$ cat config.mk
export PLATFORM = sky130hd
export DESIGN_NAME = ctrl_hazard_sb
export DESIGN_NICKNAME = d
export VERILOG_FILES = /design/src/rtl/ctrl_hazard_sb.sv
export SDC_FILE = /design/constraint.sdc
export NUM_CORES = 1
export LEC_CHECK = 0
export BUFFER_PORTS_ARGS = -buffer_cell sky130_fd_sc_hd__buf_4
export CORE_ASPECT_RATIO = 0.5
export CORE_MARGIN = 1
export CORE_UTILIZATION = 50
export DETAILED_ROUTE_END_ITERATION = 10
export PLACE_DENSITY = 0.75
export SYNTH_ARGS = -nofsm -noshare
export SYNTH_HDL_FRONTEND = slang
export SYNTH_SLANG_ARGS = --single-unit
export TNS_END_PERCENT = 100
$ cat constraint.sdc
create_clock -name i_clk -period 7.39 [get_ports i_clk]
set_clock_uncertainty 0.1 [all_clocks]
set_input_delay 2.217 -clock i_clk [delete_from_list [all_inputs] [get_ports i_clk]]
set_output_delay 2.217 -clock i_clk [all_outputs]
set_load 0.1 [all_outputs]
$ cat src/rtl/ctrl_hazard_sb.sv
// ctrl_hazard_sb: pipeline stall/flush controller with a long-latency
// writeback scoreboard, a halt/drain/step sequencer for debug and bus
// halts, and a saturating count of front-end stall cycles.
module ctrl_hazard_sb #(
    parameter int NUM_STAGES     = 5,
    parameter int REG_ADDR_WIDTH = 5,
    parameter int NUM_REGS       = 1 << REG_ADDR_WIDTH,
    parameter int DRAIN_CYCLES   = 3,
    parameter int CNT_WIDTH      = 32
) (
    input  logic                      i_clk,
    input  logic                      i_rst_n,
    input  logic                      i_halt_req,
    input  logic                      i_step,
    input  logic                      i_trap,
    input  logic                      i_x_branch_taken,
    input  logic                      i_d_rs1_rd_sig,
    input  logic                      i_d_rs2_rd_sig,
    input  logic [REG_ADDR_WIDTH-1:0] i_d_rs1_rd_addr,
    input  logic [REG_ADDR_WIDTH-1:0] i_d_rs2_rd_addr,
    input  logic                      i_d_rd_wr_en,
    input  logic [REG_ADDR_WIDTH-1:0] i_d_rd_wr_addr,
    input  logic                      i_x_rd_wr_en,
    input  logic [REG_ADDR_WIDTH-1:0] i_x_rd_wr_addr,
    input  logic                      i_x_is_load,
    input  logic                      i_sb_issue,
    input  logic [REG_ADDR_WIDTH-1:0] i_sb_issue_addr,
    input  logic                      i_sb_done,
    input  logic [REG_ADDR_WIDTH-1:0] i_sb_done_addr,
    output logic [NUM_STAGES-1:0]     o_stall_vec,
    output logic [NUM_STAGES-1:0]     o_flush_vec,
    output logic                      o_halted,
    output logic                      o_sb_busy,
    output logic [CNT_WIDTH-1:0]      o_stall_cycles
);

    localparam int DCW = $clog2(DRAIN_CYCLES + 1);

    localparam logic [NUM_STAGES-1:0]     VEC_NONE     = {NUM_STAGES{1'b0}};
    localparam logic [NUM_STAGES-1:0]     VEC_ALL      = {NUM_STAGES{1'b1}};
    localparam logic [NUM_STAGES-1:0]     STALL_PC_ID  = NUM_STAGES'(5'b00011);
    localparam logic [NUM_STAGES-1:0]     FLUSH_BUBBLE = NUM_STAGES'(5'b00100);
    localparam logic [NUM_STAGES-1:0]     FLUSH_BRANCH = NUM_STAGES'(5'b00110);
    localparam logic [NUM_STAGES-1:0]     FLUSH_TRAP   = NUM_STAGES'(5'b01110);
    localparam logic [DCW-1:0]            DRAIN_LOAD   = DCW'(DRAIN_CYCLES);
    localparam logic [DCW-1:0]            DRAIN_ZERO   = {DCW{1'b0}};
    localparam logic [CNT_WIDTH-1:0]      CNT_MAX      = {CNT_WIDTH{1'b1}};
    localparam logic [CNT_WIDTH-1:0]      CNT_ZERO     = {CNT_WIDTH{1'b0}};
    localparam logic [NUM_REGS-1:0]       SB_ZERO      = {NUM_REGS{1'b0}};
    localparam logic [REG_ADDR_WIDTH-1:0] ADDR_ZERO    = {REG_ADDR_WIDTH{1'b0}};

    typedef enum logic [2:0] {
        ST_IDLE   = 3'd0,
        ST_DRAIN  = 3'd1,
        ST_HALTED = 3'd2,
        ST_STEP   = 3'd3,
        ST_RESUME = 3'd4
    } state_e;

    state_e                 state_q, state_d;
    logic [DCW-1:0]         drain_cnt_q, drain_cnt_d;
    logic [NUM_REGS-1:0]    sb_q, sb_d;
    logic [NUM_REGS-1:0]    sb_set_s, sb_clr_s;
    logic [CNT_WIDTH-1:0]   cnt_q, cnt_d;
    logic                   load_use_s;
    logic                   hz_s;
    logic                   sb_busy_s;
    logic [NUM_STAGES-1:0]  stall_s, flush_s;

    assign sb_busy_s = |sb_q;

    // Data hazard: pending long-latency writes (RAW/WAW) and load-use against EX
    always_comb begin
        load_use_s = 1'b0;
        if (i_x_is_load && i_x_rd_wr_en && (i_x_rd_wr_addr != ADDR_ZERO)) begin
            load_use_s = (i_d_rs1_rd_sig && (i_d_rs1_rd_addr == i_x_rd_wr_addr)) ||
                         (i_d_rs2_rd_sig && (i_d_rs2_rd_addr == i_x_rd_wr_addr));
        end else begin
            load_use_s = 1'b0;
        end
        hz_s = (i_d_rs1_rd_sig && sb_q[i_d_rs1_rd_addr]) ||
               (i_d_rs2_rd_sig && sb_q[i_d_rs2_rd_addr]) ||
               (i_d_rd_wr_en   && sb_q[i_d_rd_wr_addr])  ||
               load_use_s;
    end

    // Stall/flush vectors: sequencer stall beats trap beats branch beats hazard
    always_comb begin
        stall_s = VEC_NONE;
        flush_s = VEC_NONE;
        if (!i_rst_n) begin
            stall_s = VEC_NONE;
            flush_s = VEC_NONE;
        end else begin
            case (state_q)
                ST_HALTED, ST_RESUME: begin
                    stall_s = VEC_ALL;
                    flush_s = VEC_NONE;
                end
                ST_DRAIN: begin
                    // Redirects still flush while draining; the bubble stays on top.
                    stall_s = STALL_PC_ID;
                    if (i_trap) begin
                        flush_s = FLUSH_BUBBLE | FLUSH_TRAP;
                    end else if (i_x_branch_taken) begin
                        flush_s = FLUSH_BUBBLE | FLUSH_BRANCH;
                    end else begin
                        flush_s = FLUSH_BUBBLE;
                    end
                end
                default: begin
                    if (i_trap) begin
                        flush_s = FLUSH_TRAP;
                    end else if (i_x_branch_taken) begin
                        flush_s = FLUSH_BRANCH;
                    end else if (hz_s) begin
                        stall_s = STALL_PC_ID;
                        flush_s = FLUSH_BUBBLE;
                    end else begin
                        stall_s = VEC_NONE;
                        flush_s = VEC_NONE;
                    end
                end
            endcase
        end
    end

    // Halt sequencer next state and drain counter
    always_comb begin
        state_d     = state_q;
        drain_cnt_d = drain_cnt_q;
        case (state_q)
            ST_IDLE: begin
                if (i_halt_req) begin
                    state_d     = ST_DRAIN;
                    drain_cnt_d = DRAIN_LOAD;
                end else begin
                    state_d = ST_IDLE;
                end
            end
            ST_DRAIN: begin
                if (!i_halt_req) begin
                    state_d = ST_IDLE;
                end else if ((drain_cnt_q == DRAIN_ZERO) && !sb_busy_s) begin
                    state_d = ST_HALTED;
                end else if (drain_cnt_q != DRAIN_ZERO) begin
                    drain_cnt_d = drain_cnt_q - DCW'(1);
                end else begin
                    state_d = ST_DRAIN;
                end
            end
            ST_HALTED: begin
                // Dropping the request wins over a coincident step pulse.
                if (!i_halt_req) begin
                    state_d = ST_RESUME;
                end else if (i_step) begin
                    state_d = ST_STEP;
                end else begin
                    state_d = ST_HALTED;
                end
            end
            ST_STEP: begin
                state_d     = ST_DRAIN;
                drain_cnt_d = DRAIN_LOAD;
            end
            ST_RESUME: begin
                state_d = ST_IDLE;
            end
            default: begin
                state_d     = ST_IDLE;
                drain_cnt_d = DRAIN_ZERO;
            end
        endcase
    end

    // Scoreboard next value: clear on done, then set on issue so a new issue wins
    always_comb begin
        sb_set_s = SB_ZERO;
        sb_clr_s = SB_ZERO;
        if (i_sb_done) begin
            sb_clr_s[i_sb_done_addr] = 1'b1;
        end else begin
            sb_clr_s = SB_ZERO;
        end
        if (i_sb_issue && (i_sb_issue_addr != ADDR_ZERO)) begin
            sb_set_s[i_sb_issue_addr] = 1'b1;
        end else begin
            sb_set_s = SB_ZERO;
        end
        sb_d    = (sb_q & ~sb_clr_s) | sb_set_s;
        sb_d[0] = 1'b0;
    end

    // Saturating count of cycles in which the PC is held
    always_comb begin
        cnt_d = cnt_q;
        if (stall_s[0] && (cnt_q != CNT_MAX)) begin
            cnt_d = cnt_q + CNT_WIDTH'(1);
        end else begin
            cnt_d = cnt_q;
        end
    end

    // State registers with synchronous active-low reset
    always_ff @(posedge i_clk) begin
        if (!i_rst_n) begin
            state_q     <= ST_IDLE;
            drain_cnt_q <= DRAIN_ZERO;
            sb_q        <= SB_ZERO;
            cnt_q       <= CNT_ZERO;
        end else begin
            state_q     <= state_d;
            drain_cnt_q <= drain_cnt_d;
            sb_q        <= sb_d;
            cnt_q       <= cnt_d;
        end
    end

    assign o_stall_vec    = stall_s;
    assign o_flush_vec    = flush_s;
    assign o_halted       = (state_q == ST_HALTED);
    assign o_sb_busy      = sb_busy_s;
    assign o_stall_cycles = cnt_q;

endmodule

==> reports/summary.txt <==
Finished Cell Area -> 5360 sq um
top-count cell post-synth -> sky130_fd_sc_hd__nand2_1
number of optimization iterations in the first detailed-route pass -> 6
mean cell area of the mapped netlist -> 8.11 sq um
setup repair bufs after CTS -> 0
Pwr per Cell Area -> 181 nW/um^2
Horiz. Die Dim -> 136 um
FF+latch area -> 1360 sq um
global-route usage over all layers -> 0.268
routed wire length per instance -> 16.5 um
Final setup viols -> 0
Antenna Violating Nets Remaining -> 0
placer congestion estimate -> 0.865
setup slack of the most critical reg-to-reg path -> 4.74 ns
clk buf depth -> 2
First DRT Iteration DRCs -> 355
remaining global-route overflow -> 0
H-tree lvl count -> 3
Worst VDD drop -> 0.119 mV
clock period minus worst slack -> 6.67 ns
cell count after synthesis -> 550
capture point of the worst reg-to-reg path -> o_stall_cycles[26]$_SDFFE_PN0P_
setup repair after global routing missed its margin -> no
clock-pin slew reported for the worst setup and hold paths after clock tree synthesis -> 0.05 ns
max_slew headroom -> 0.391
worst hold-check path type -> flop to flop
max-cap check violation count -> 0
cell depth of the worst flop-to-flop path -> 8
wire length of the first global-routing pass -> 19,200 um
Multi-input gate area -> 2870 sq um
leading post-synthesis cells by instance count -> sky130_fd_sc_hd__nand2_1, sky130_fd_sc_hd__dfxtp_1, sky130_fd_sc_hd__a21oi_1
r2r startpoint -> sb_q[5]$_SDFF_PN0_
Placeable Area -> 8320 sq um
transition time of the tightest slew-check pin -> 0.912 ns
element type at the critical path end -> output port
Yosys top cell area share -> 0.305
count of instances resized after the clock tree is built -> 0
largest fanout on the critical path -> 14
ys flop type -> sky130_fd_sc_hd__dfxtp_1
cell area after technology mapping -> 4460 sq um
number of placed cells counting well taps -> 715
area overhead of the layout relative to synthesis -> 20.1%
Via-to-Cell Ratio -> 6.19
starting density of the core -> 0.536
capture endpoint of the worst hold path -> o_stall_cycles[9]$_SDFFE_PN0P_
WL final -> 12,100 um
Setup CP Type -> input pin to output port
die footprint -> 9330 sq um
I/O pin total -> 87
CTS Buf Count -> 9
Clock Latency Late Sink -> 0.34 ns
start point of the worst hold path -> o_stall_cycles[9]$_SDFFE_PN0P_
hold-fix buffers at CTS -> 0
count of pins over their slew limit -> 0
vias in the first global route -> 3,994
Placed Area -> 5080 sq um
initial antenna violation count -> 0
buffers added on ports -> 84
count of cell types in the netlist -> 55
Tcrit/Tclk final -> 0.903
total via count in the routed design -> 4,514
Leakage Power -> 2.02 nW
final non-filler cell total -> 729
buffer type at the clock tree root -> sky130_fd_sc_hd__clkbuf_16
Post-synth EDFFs -> 0
DIE HEIGHT -> 68.8 um
leading area contributor after synthesis -> sky130_fd_sc_hd__dfxtp_1
CTS tree -> yes
data arrival time at the worst-slack endpoint -> 4.35 ns
final core utilization -> 0.644
Post-Place Setup Slack -> 0.721 ns
fill cell count -> 735
share of synthesized area occupied by flip-flops and latches -> 0.305
ant diodes -> 0
number of warning messages in the yosys log -> 0
total negative slack -> 0 ns
clk sinks -> 68
share of post-route cells with drive strength above 1 -> 0.198
total count of hold-check failures in the final report -> 0
highest clock frequency the design can meet -> 150 MHz
run status -> completed
number of nets in the finished design -> 659
required time of the critical path -> 5.07 ns
row count -> 23
synthesized flop and latch total -> 68
Area contributors post-synth -> sky130_fd_sc_hd__dfxtp_1, sky130_fd_sc_hd__nand2_1, sky130_fd_sc_hd__mux4_2, sky130_fd_sc_hd__mux2i_1, sky130_fd_sc_hd__a21oi_1
type of element launching the critical path -> input pin
DRC violations left -> 0
HPWL Detailed -> 8680 um
Worst Setup Slack, final -> 0.718 ns
maximum number of pins on one net before global-route repair -> 46
Cells on Worst Hold Path -> 2
share of async-settable or async-resettable flops after synthesis -> 0
## worst max-delay path, cell delays in order
cell and delay [ns]:
sky130_fd_sc_hd__buf_4 0.17, sky130_fd_sc_hd__mux4_2 0.51, sky130_fd_sc_hd__or2_2 0.29, sky130_fd_sc_hd__a31oi_1 0.14
sky130_fd_sc_hd__o2111ai_1 0.14, sky130_fd_sc_hd__and4b_1 0.35, sky130_fd_sc_hd__buf_4 0.22, sky130_fd_sc_hd__a21oi_2 0.07
sky130_fd_sc_hd__buf_4 0.24
## state kept, by name (all words and copies together) (netlist names)
register / count
state_q: 3
drain_cnt_q: 2
o_stall_cycles: 32
sb_q: 31
## cell type report
class,instances,share of cell area
multi-input combinational,434,0.536
timing repair buffer,88,0.123
clock buffer,11,0.0435
inverter,13,0.00911
clock inverter,3,0.00748
sequential,68,0.254
tap,112,0.0262
## through the flow
| step | total power [mW] | hold slack (ns) |
|---|---|---|
| after floorplan | 0.519 | 0.381 |
| after global placement | 0.563 | 0.373 |
| after detailed placement | 0.566 | 0.379 |
| after CTS | 0.972 | 0.392 |
| after global routing | 1.00 | 0.406 |
| final | 0.971 | 0.389 |
## layer usage
layer / global-route usage / share of wire / vias to the layer above
met1: 0.342 / 0.46 / 2161
li1: - / - / 2179
met5: 0 / 0 / -
met4: 0.0899 / 0.013 / 0
met2: 0.453 / 0.46 / 155
met3: 0.0651 / 0.065 / 19
## layout by cell type, fill, tap and decap left out, types with 4 or more instances in the layout
cell type | synthesis | routed
sky130_fd_sc_hd__nand2_1 | 74 | 74
sky130_fd_sc_hd__and3_1 | 10 | 10
sky130_fd_sc_hd__nor4_1 | 17 | 17
sky130_fd_sc_hd__nand2b_1 | 18 | 18
sky130_fd_sc_hd__mux4_2 | 11 | 11
sky130_fd_sc_hd__mux2_2 | 4 | 4
sky130_fd_sc_hd__nor2_1 | 24 | 23
sky130_fd_sc_hd__or4_1 | 7 | 7
sky130_fd_sc_hd__inv_1 | 12 | 12
sky130_fd_sc_hd__clkbuf_16 | 0 | 9
sky130_fd_sc_hd__nand3b_1 | 7 | 7
sky130_fd_sc_hd__nor3b_1 | 5 | 5
sky130_fd_sc_hd__xor2_1 | 8 | 8
sky130_fd_sc_hd__nor3_1 | 15 | 14
sky130_fd_sc_hd__mux4_1 | 5 | 5
sky130_fd_sc_hd__or3_1 | 7 | 7
sky130_fd_sc_hd__and2_1 | 5 | 5
sky130_fd_sc_hd__o21ai_0 | 44 | 44
sky130_fd_sc_hd__mux2i_1 | 24 | 24
sky130_fd_sc_hd__o211ai_1 | 12 | 12
sky130_fd_sc_hd__a21oi_1 | 46 | 45
sky130_fd_sc_hd__a221oi_1 | 4 | 4
sky130_fd_sc_hd__nor2b_1 | 8 | 8
sky130_fd_sc_hd__nand3_1 | 15 | 15
sky130_fd_sc_hd__buf_4 | 6 | 88
sky130_fd_sc_hd__o31ai_1 | 12 | 12
sky130_fd_sc_hd__dfxtp_1 | 68 | 68
sky130_fd_sc_hd__nand4_1 | 15 | 15
## how the worst max path moves through the flow
stage                                  start              to  slack [ns]  cells past startpoint
final                     i_d_rs2_rd_addr[0]  o_flush_vec[2]        0.72                      9
after global routing      i_d_rs2_rd_addr[0]  o_flush_vec[2]        0.63                      9
after CTS                 i_d_rs2_rd_addr[0]  o_flush_vec[2]        0.72                      9
after detailed placement  i_d_rs2_rd_addr[0]  o_flush_vec[2]        0.72                      9
after global placement    i_d_rs2_rd_addr[0]  o_flush_vec[2]        0.77                      9
after floorplan           i_d_rs1_rd_addr[1]  o_stall_vec[1]        0.08                     11
## cell families after synthesis
logic type | after synthesis | share of synthesized area
and+or+nand+nor | 240 | 0.285
AOI/OAI and AO/OA | 135 | 0.178
DFF | 68 | 0.305
buffers and inverters | 49 | 0.0544
muxes | 44 | 0.149
xor gates and xnor gates | 11 | 0.0216
adders and majority gates | 2 | 0.00561
other | 1 | 0.000841
## power breakdown
group / total [mW] / internal, mW / leakage (nW) / switching [mW]
sequential: 0.382 / 0.373 / 0.549 / 0.00888
combinational: 0.178 / 0.0571 / 1.34 / 0.121
clock: 0.412 / 0.256 / 0.135 / 0.156
Power figures use the tool's default switching activity.
